## src/rtl/fixed_point_multiply.sv

```systemverilog
// fixed_point_multiply: iterative shift-add multiply of an 8.8 quotient by an integer, saturated result
// Ports: clk, rst (sync, active-high); in_valid/in_ready/in_q/in_b operand handshake;
//        out_valid/out_ready/out_result/out_product/out_sat result handshake.
// Build option: define FIXED_POINT_MULTIPLY_ROUND_EN for round-half-up scaling instead of truncation.
module fixed_point_multiply #(
    parameter int QW   = 16,
    parameter int FRAC = 8,
    parameter int BW   = 8,
    parameter int OW   = 8
) (
    input  logic             clk,
    input  logic             rst,
    input  logic             in_valid,
    output logic             in_ready,
    input  logic [QW-1:0]    in_q,
    input  logic [BW-1:0]    in_b,
    output logic             out_valid,
    input  logic             out_ready,
    output logic [OW-1:0]    out_result,
    output logic [QW+BW-1:0] out_product,
    output logic             out_sat
);
    localparam int PW = QW + BW;
    localparam int CW = $clog2(BW + 1);
`ifdef FIXED_POINT_MULTIPLY_ROUND_EN
    localparam logic [PW:0] RND = (PW + 1)'(1) << (FRAC - 1);
`else
    localparam logic [PW:0] RND = '0;
`endif

    typedef enum logic [1:0] {IDLE, CALC, DONE} state_t;
    state_t state, state_nx;

    logic [PW-1:0] mq, acc, acc_nx;
    logic [BW-1:0] mb;
    logic [CW-1:0] cnt;
    logic [PW:0]   s;
    logic          last, sat;

    assign in_ready  = state == IDLE;
    assign out_valid = state == DONE;

    always_comb begin
        last   = cnt == CW'(BW - 1);
        acc_nx = mb[0] ? acc + mq : acc;
        // one spare bit so the rounding increment cannot wrap at max operands
        s      = ({1'b0, acc_nx} + RND) >> FRAC;
        sat    = |s[PW:OW];
        state_nx = state;
        if (state == IDLE && in_valid)
            state_nx = CALC;
        else if (state == CALC && last)
            state_nx = DONE;
        else if (state == DONE && out_ready)
            state_nx = IDLE;
    end

    always_ff @(posedge clk) begin
        if (rst) begin
            state       <= IDLE;
            mq          <= '0;
            mb          <= '0;
            acc         <= '0;
            cnt         <= '0;
            out_result  <= '0;
            out_product <= '0;
            out_sat     <= 1'b0;
        end else begin
            state <= state_nx;
            if (state == IDLE && in_valid) begin
                mq  <= PW'(in_q);
                mb  <= in_b;
                acc <= '0;
                cnt <= '0;
            end else if (state == CALC) begin
                acc <= acc_nx;
                mq  <= mq << 1;
                mb  <= mb >> 1;
                cnt <= cnt + 1'b1;
                if (last) begin
                    out_product <= acc_nx;
                    out_sat     <= sat;
                    out_result  <= sat ? '1 : s[OW-1:0];
                end
            end
        end
    end
endmodule

```

## config.mk

```make
export PLATFORM = sky130hd
export DESIGN_NAME = fixed_point_multiply
export DESIGN_NICKNAME = d
export VERILOG_FILES = /design/src/rtl/fixed_point_multiply.sv
export SDC_FILE = /design/constraint.sdc
export NUM_CORES = 1
export LEC_CHECK = 0
export BUFFER_PORTS_ARGS = -buffer_cell sky130_fd_sc_hd__buf_2
export CAP_MARGIN = 5
export CORE_AREA = 5 5 137 139
export DETAILED_ROUTE_END_ITERATION = 16
export DIE_AREA = 0 0 142 144
export PLACE_DENSITY = 0.52
export SLEW_MARGIN = 5
export SYNTH_ARGS = -nofsm -noshare
export SYNTH_HDL_FRONTEND = slang
export SYNTH_SLANG_ARGS = --single-unit
export TNS_END_PERCENT = 5
```

## constraint.sdc

```tcl
create_clock -name clk -period 3.6 [get_ports clk]
set_input_delay 0.18 -clock clk [delete_from_list [all_inputs] [get_ports clk]]
set_output_delay 0.18 -clock clk [all_outputs]
set_load 0.005 [all_outputs]
```

==> Word level (Yosys, flattened, before mapping) <==
Index checks and enable logic that the tools add are counted.
W data, S select, Z words.
{ "word_totals": {"reg_bits": 95, "inputBits": 28, "elab_cells": 35} }
{ "classes": {"add_sub_neg": 2, "n_eq_ne": 3, "n_mux": 9, "bitwise_logic": 1, "n_reduce_logical": 10} }
{ "op_table": {"columns": ["operator", "n"], "rows": [
  ["$mux W16", 2],
  ["$add A24 B24 Y24", 1],
  ["$mux W24", 1],
  ["$mux W8", 3],
  ["$reduce_or A8 Y1", 1],
  ["$add A4 B1 Y4 const B", 1],
  ["$eq A4 B3 Y1 const B", 1],
  ["$mux W2", 2],
  ["$reduce_bool A2 Y1", 2],
  ["$logic_and A1 B1 Y1", 3],
  ["$reduce_and A3 Y1", 1],
  ["$reduce_bool A3 Y1", 1],
  ["$eq A2 B1 Y1 const B", 1],
  ["$eq A2 B2 Y1 const B", 1],
  ["$logic_not A2 Y1", 1],
  ["$reduce_or A2 Y1", 1],
  ["$mux W1", 1],
  ["$not A1 Y1", 1]
]} }

==> Depth between registers and ports, before layout <==
{ "depth": {"ltp_word": 5, "mapped_depth": 11, "ltp_nobuf": 11} }

==> Least setup slack after synthesis <==
OpenSTA, ideal clock, no wires.
{ "synth_timing": {"path_kind": "register -> register", "start": "register mq[4]", "end": "register out_sat", "setup_time_ns": 0.158, "t_arrival_ns": 2.807, "slack_ns": 0.636, "stages_incl_launch_ff": 10, "path_cell_list": "dfxtp_1 -> ha_1 -> a21o_1 -> a31o_4 -> o211a_1 -> or4_4 -> a311oi_2 -> o31ai_1 -> nor4_4 -> a211oi_1"} }
{ "synth_via": {"elab_chain_cells": 3} }
{ "synth_rtl": {"columns": ["element", "line_no", "source"], "rows": [
  ["start: declaration", "34", "logic [PW-1:0] mq, acc, acc_nx;"],
  ["start signal: assignment", "71", "mq <= PW'(in_q);"],
  ["start signal: assignment", "77", "mq <= mq << 1;"],
  ["$add A24 B24 Y24", "45", "acc_nx = mb[0] ? acc + mq : acc;"],
  ["$mux W24", "45", null],
  ["$reduce_or A8 Y1", "48", "sat = |s[PW:OW];"],
  ["end signal: assignment", "82", "out_sat <= sat;"],
  ["end: declaration", "21", "output logic out_sat"]
]} }
No other way between the ends.
A chain may end at the register's enable or synchronous reset.

==> Worst setup path after layout <==
{ "layout_timing": {"start": "register mq[4]", "end": "register out_result[0]"} }
{ "layout_via": {"elab_chain_cells": 4} }
{ "layout_rtl": {"columns": ["element", "line_no", "source"], "rows": [
  ["$add A24 B24 Y24 (*)", "45", null],
  ["$mux W24 (*)", "45", null],
  ["$reduce_or A8 Y1", "48", null],
  ["$mux W8 (*)", "83", "out_result <= sat ? '1 : s[OW-1:0];"],
  ["end signal: assignment", "83", null],
  ["end: declaration", "19", "output logic [OW-1:0] out_result,"]
]} }
Every way passes the cells marked *; elsewhere a longest branch is shown, timed or not.

==> reports/metrics.csv <==
metric,value,unit
"Top FF cell, synth",dfxtp_1,
first-pass GRT wire length,23.9,mm
Post-Synth XOR/XNOR Area,0.0272,
status,finished clean,
"area leader, netlist",dfxtp_1,
synth top area cells,"dfxtp_1 (37%), a21oi_1 (7.1%), a211oi_1 (6.6%)",
post-synth cell types,54,
Vias,4702,
dpl ws,0.331,ns
Clock Path Buffers,2,
HP Start,in_b[7],
"most common cell after layout, fill and taps aside",dfxtp_1,
Setup-failing EPs final,0,
CTS tree,done,
initial antenna violation count,0,
Max Clock Freq,299,MHz
final setup margin,0.259,ns
synth-to-layout area growth,16.0,%
CP arrival,3.55,ns
Die X,142,um
Placed Area,0.00566,mm^2
FF-to-FF Start,mq[4],
vias per inst,5.18,
Tmin final,3.34,ns
r2r setup slk,0.26,ns
largest family of logic cells by synthesized area,compound AO/OA/AOI/OAI gates,
total congestion overflow,0,
die area,0.0204,mm^2
GR Util All Layers,0.147,
PortBufs,62,
Power Density,405,mW/mm^2
Hold Path Sink,mb[7],
Post-CTS Setup Bufs,0,
Critical Path RT,3.81,ns
wire per inst,16.2,um
clk_skew,0.00910,ns
RSZ-0062 raised after global routing,no,
Worst Setup Start Kind,flop,
routability cong.,0.876,
mux contribution to synthesized area,0.0175,
most frequent cells in the layout,"dfxtp_1 (95), nor2_1 (78), a21oi_1 (73)",
root buffer cell,clkbuf_16,
Synth Area in Compound Gates,0.281,
# hold bufs at CTS,0,
TNS Setup,0,ns
ANT cells,0,
period utilization,0.928,
post-layout net count,727,
max_slew headroom,0.457,
Net Sw Frac,0.260,
"EDFF count, synth",0,
simple-gate share of the synthesized area,0.200,
top cell type's share of synthesized area,0.369,
"Reg clk slew, reported paths",0.06,ns
largest net degree at the start of global routing,56,
cells after synthesis,637,
sequential area share after synthesis,0.369,
Die Span Y,144,um
hpwl dp,10.9,mm
hold path depth,3,
Final Max Slew Viols,0,
combinational group share of total power,0.128,
Crit Path Class,reg2reg,
synth warn,0,
clock buffer count from CTS,9,
slew of the pin with the lowest slew margin,0.814,ns
layout cells sized above 1,0.144,
Residual DRC,0,
synthesized flop and latch total,95,
Post-Syn Area,0.00515,mm^2
register share of total power,0.461,
final hold vios,0,
clk_lat worst skew,0.35,ns
max-cap viol count,0,
Post-Syn Area per Cell,8.08,um^2
CP Max Fanout,9,
IO Count,63,
ANT nets after route,0,
Leak,0.00231,uW
Starting Density,0.294,
Peak supply drop,0.207,mV
Core Region,0.0175,mm^2
Worst Hold Class,in2reg,
Starting DRT DRC Count,292,
Adder-Cell Fraction of Synth Area,0.0622,
FF-to-FF End,out_result[0],
sw power,627,uW
clock share of power,0.411,
asr flop ratio synth,0,
CP Capture Type,flop,
clk sinks,95,
first-pass detailed-route iteration total,4,
Rows,49,
design area,0.00597,mm^2
vias in the first global route,4592,
htree depth,3,
design internal power,1790,uW
# fillers,1924,
Worst R2R Path Depth,9,
post_cts resized,0,
syn nets,690,
Total Wirelength,14.7,mm
-- worst max-delay path by stage --
stage,startpoint,to,slack (ns),cells after the start
6_report,mq[4],out_result[0],0.26,9
5_1_grt,mq[6],out_result[0],0.05,10
4_1_cts,mq[4],out_result[0],0.27,9
3_5_place_dp,mq[4],out_result[7],0.33,9
3_3_place_gp,mq[4],out_result[7],0.41,9
2_1_floorplan,mq[4],out_sat,0.64,9
-- through the flow --
| stage | hold slack (ns) | utilization | total power (uW) | cells |
|---|---|---|---|---|
| after floorplan | 0.319 | - | 1360 | 637 |
| after global placement | 0.419 | 0.323 | 1440 | 892 |
| after detailed placement | 0.427 | 0.323 | 1450 | 892 |
| after CTS | 0.0603 | 0.340 | 2450 | 908 |
| after global routing | 0.0819 | 0.340 | 2530 | 908 |
| final | 0.0804 | 0.340 | 2420 | 908 |
-- power groups by stage --
stage          clock network (uW)  logic [uW]  registers [uW]
3_5_place_dp                    0         310            1140
5_1_grt                      1060         346            1120
4_1_cts                      1020         312            1110
2_1_floorplan                   0         227            1130
6_report                      993         308            1110
3_3_place_gp                    0         308            1140
-- metal layers --
layer	global-route usage	part of all wire
met5	0	0
met4	0.0399	0.014
met3	0.0298	0.032
met2	0.262	0.51
met1	0.179	0.45
-- kinds of logic after synthesis --
family          count (synthesis)
xor+xnor                       16
flops                          95
simple gates                  219
compound gates                216
fa+ha+maj                      25
mux                             9
buf+inv                        57
-- Yosys cell counts, types with 11 or more instances --
| cell type | n |
|---|---|
| dfxtp_1 | 95 |
| nor2_1 | 78 |
| a21oi_1 | 73 |
| nand2_1 | 68 |
| a211oi_1 | 45 |
| clkbuf_1 | 42 |
| ha_1 | 24 |
| a22oi_1 | 22 |
| a31oi_1 | 13 |
| nand3_1 | 13 |
| nor3_1 | 12 |
| o21bai_1 | 11 |
| xor2_1 | 11 |
-- critical path, cell delays in order, from the launching register on --
cell,delay (ns)
dfxtp_1,0.33
ha_1,0.36
a21o_1,0.26
a31o_4,0.27
o211a_1,0.23
or4_4,0.53
a311oi_2,0.32
o31ai_1,0.17
nor4_4,0.54
a31oi_1,0.18
-- state kept, by name, summed over array words and instances (netlist names) --
| register | flops |
|---|---|
| state | 2 |
| acc | 24 |
| out_result | 8 |
| mb | 8 |
| cnt | 4 |
| out_product | 24 |
| mq | 24 |
| out_sat | 1 |
-- final cells by class --
cell class | instances | area [um^2] | share of cell area
multi-input cells | 485 | 3040 | 0.509
repair buffers | 74 | 400 | 0.0671
well taps | 229 | 287 | 0.0480
clock inverters | 3 | 40.0 | 0.00671
flip-flops and latches | 95 | 1900 | 0.319
clock buffers | 13 | 270 | 0.0453
inverters | 9 | 33.8 | 0.00566
No activity file was read; power rests on OpenSTA's default activity.
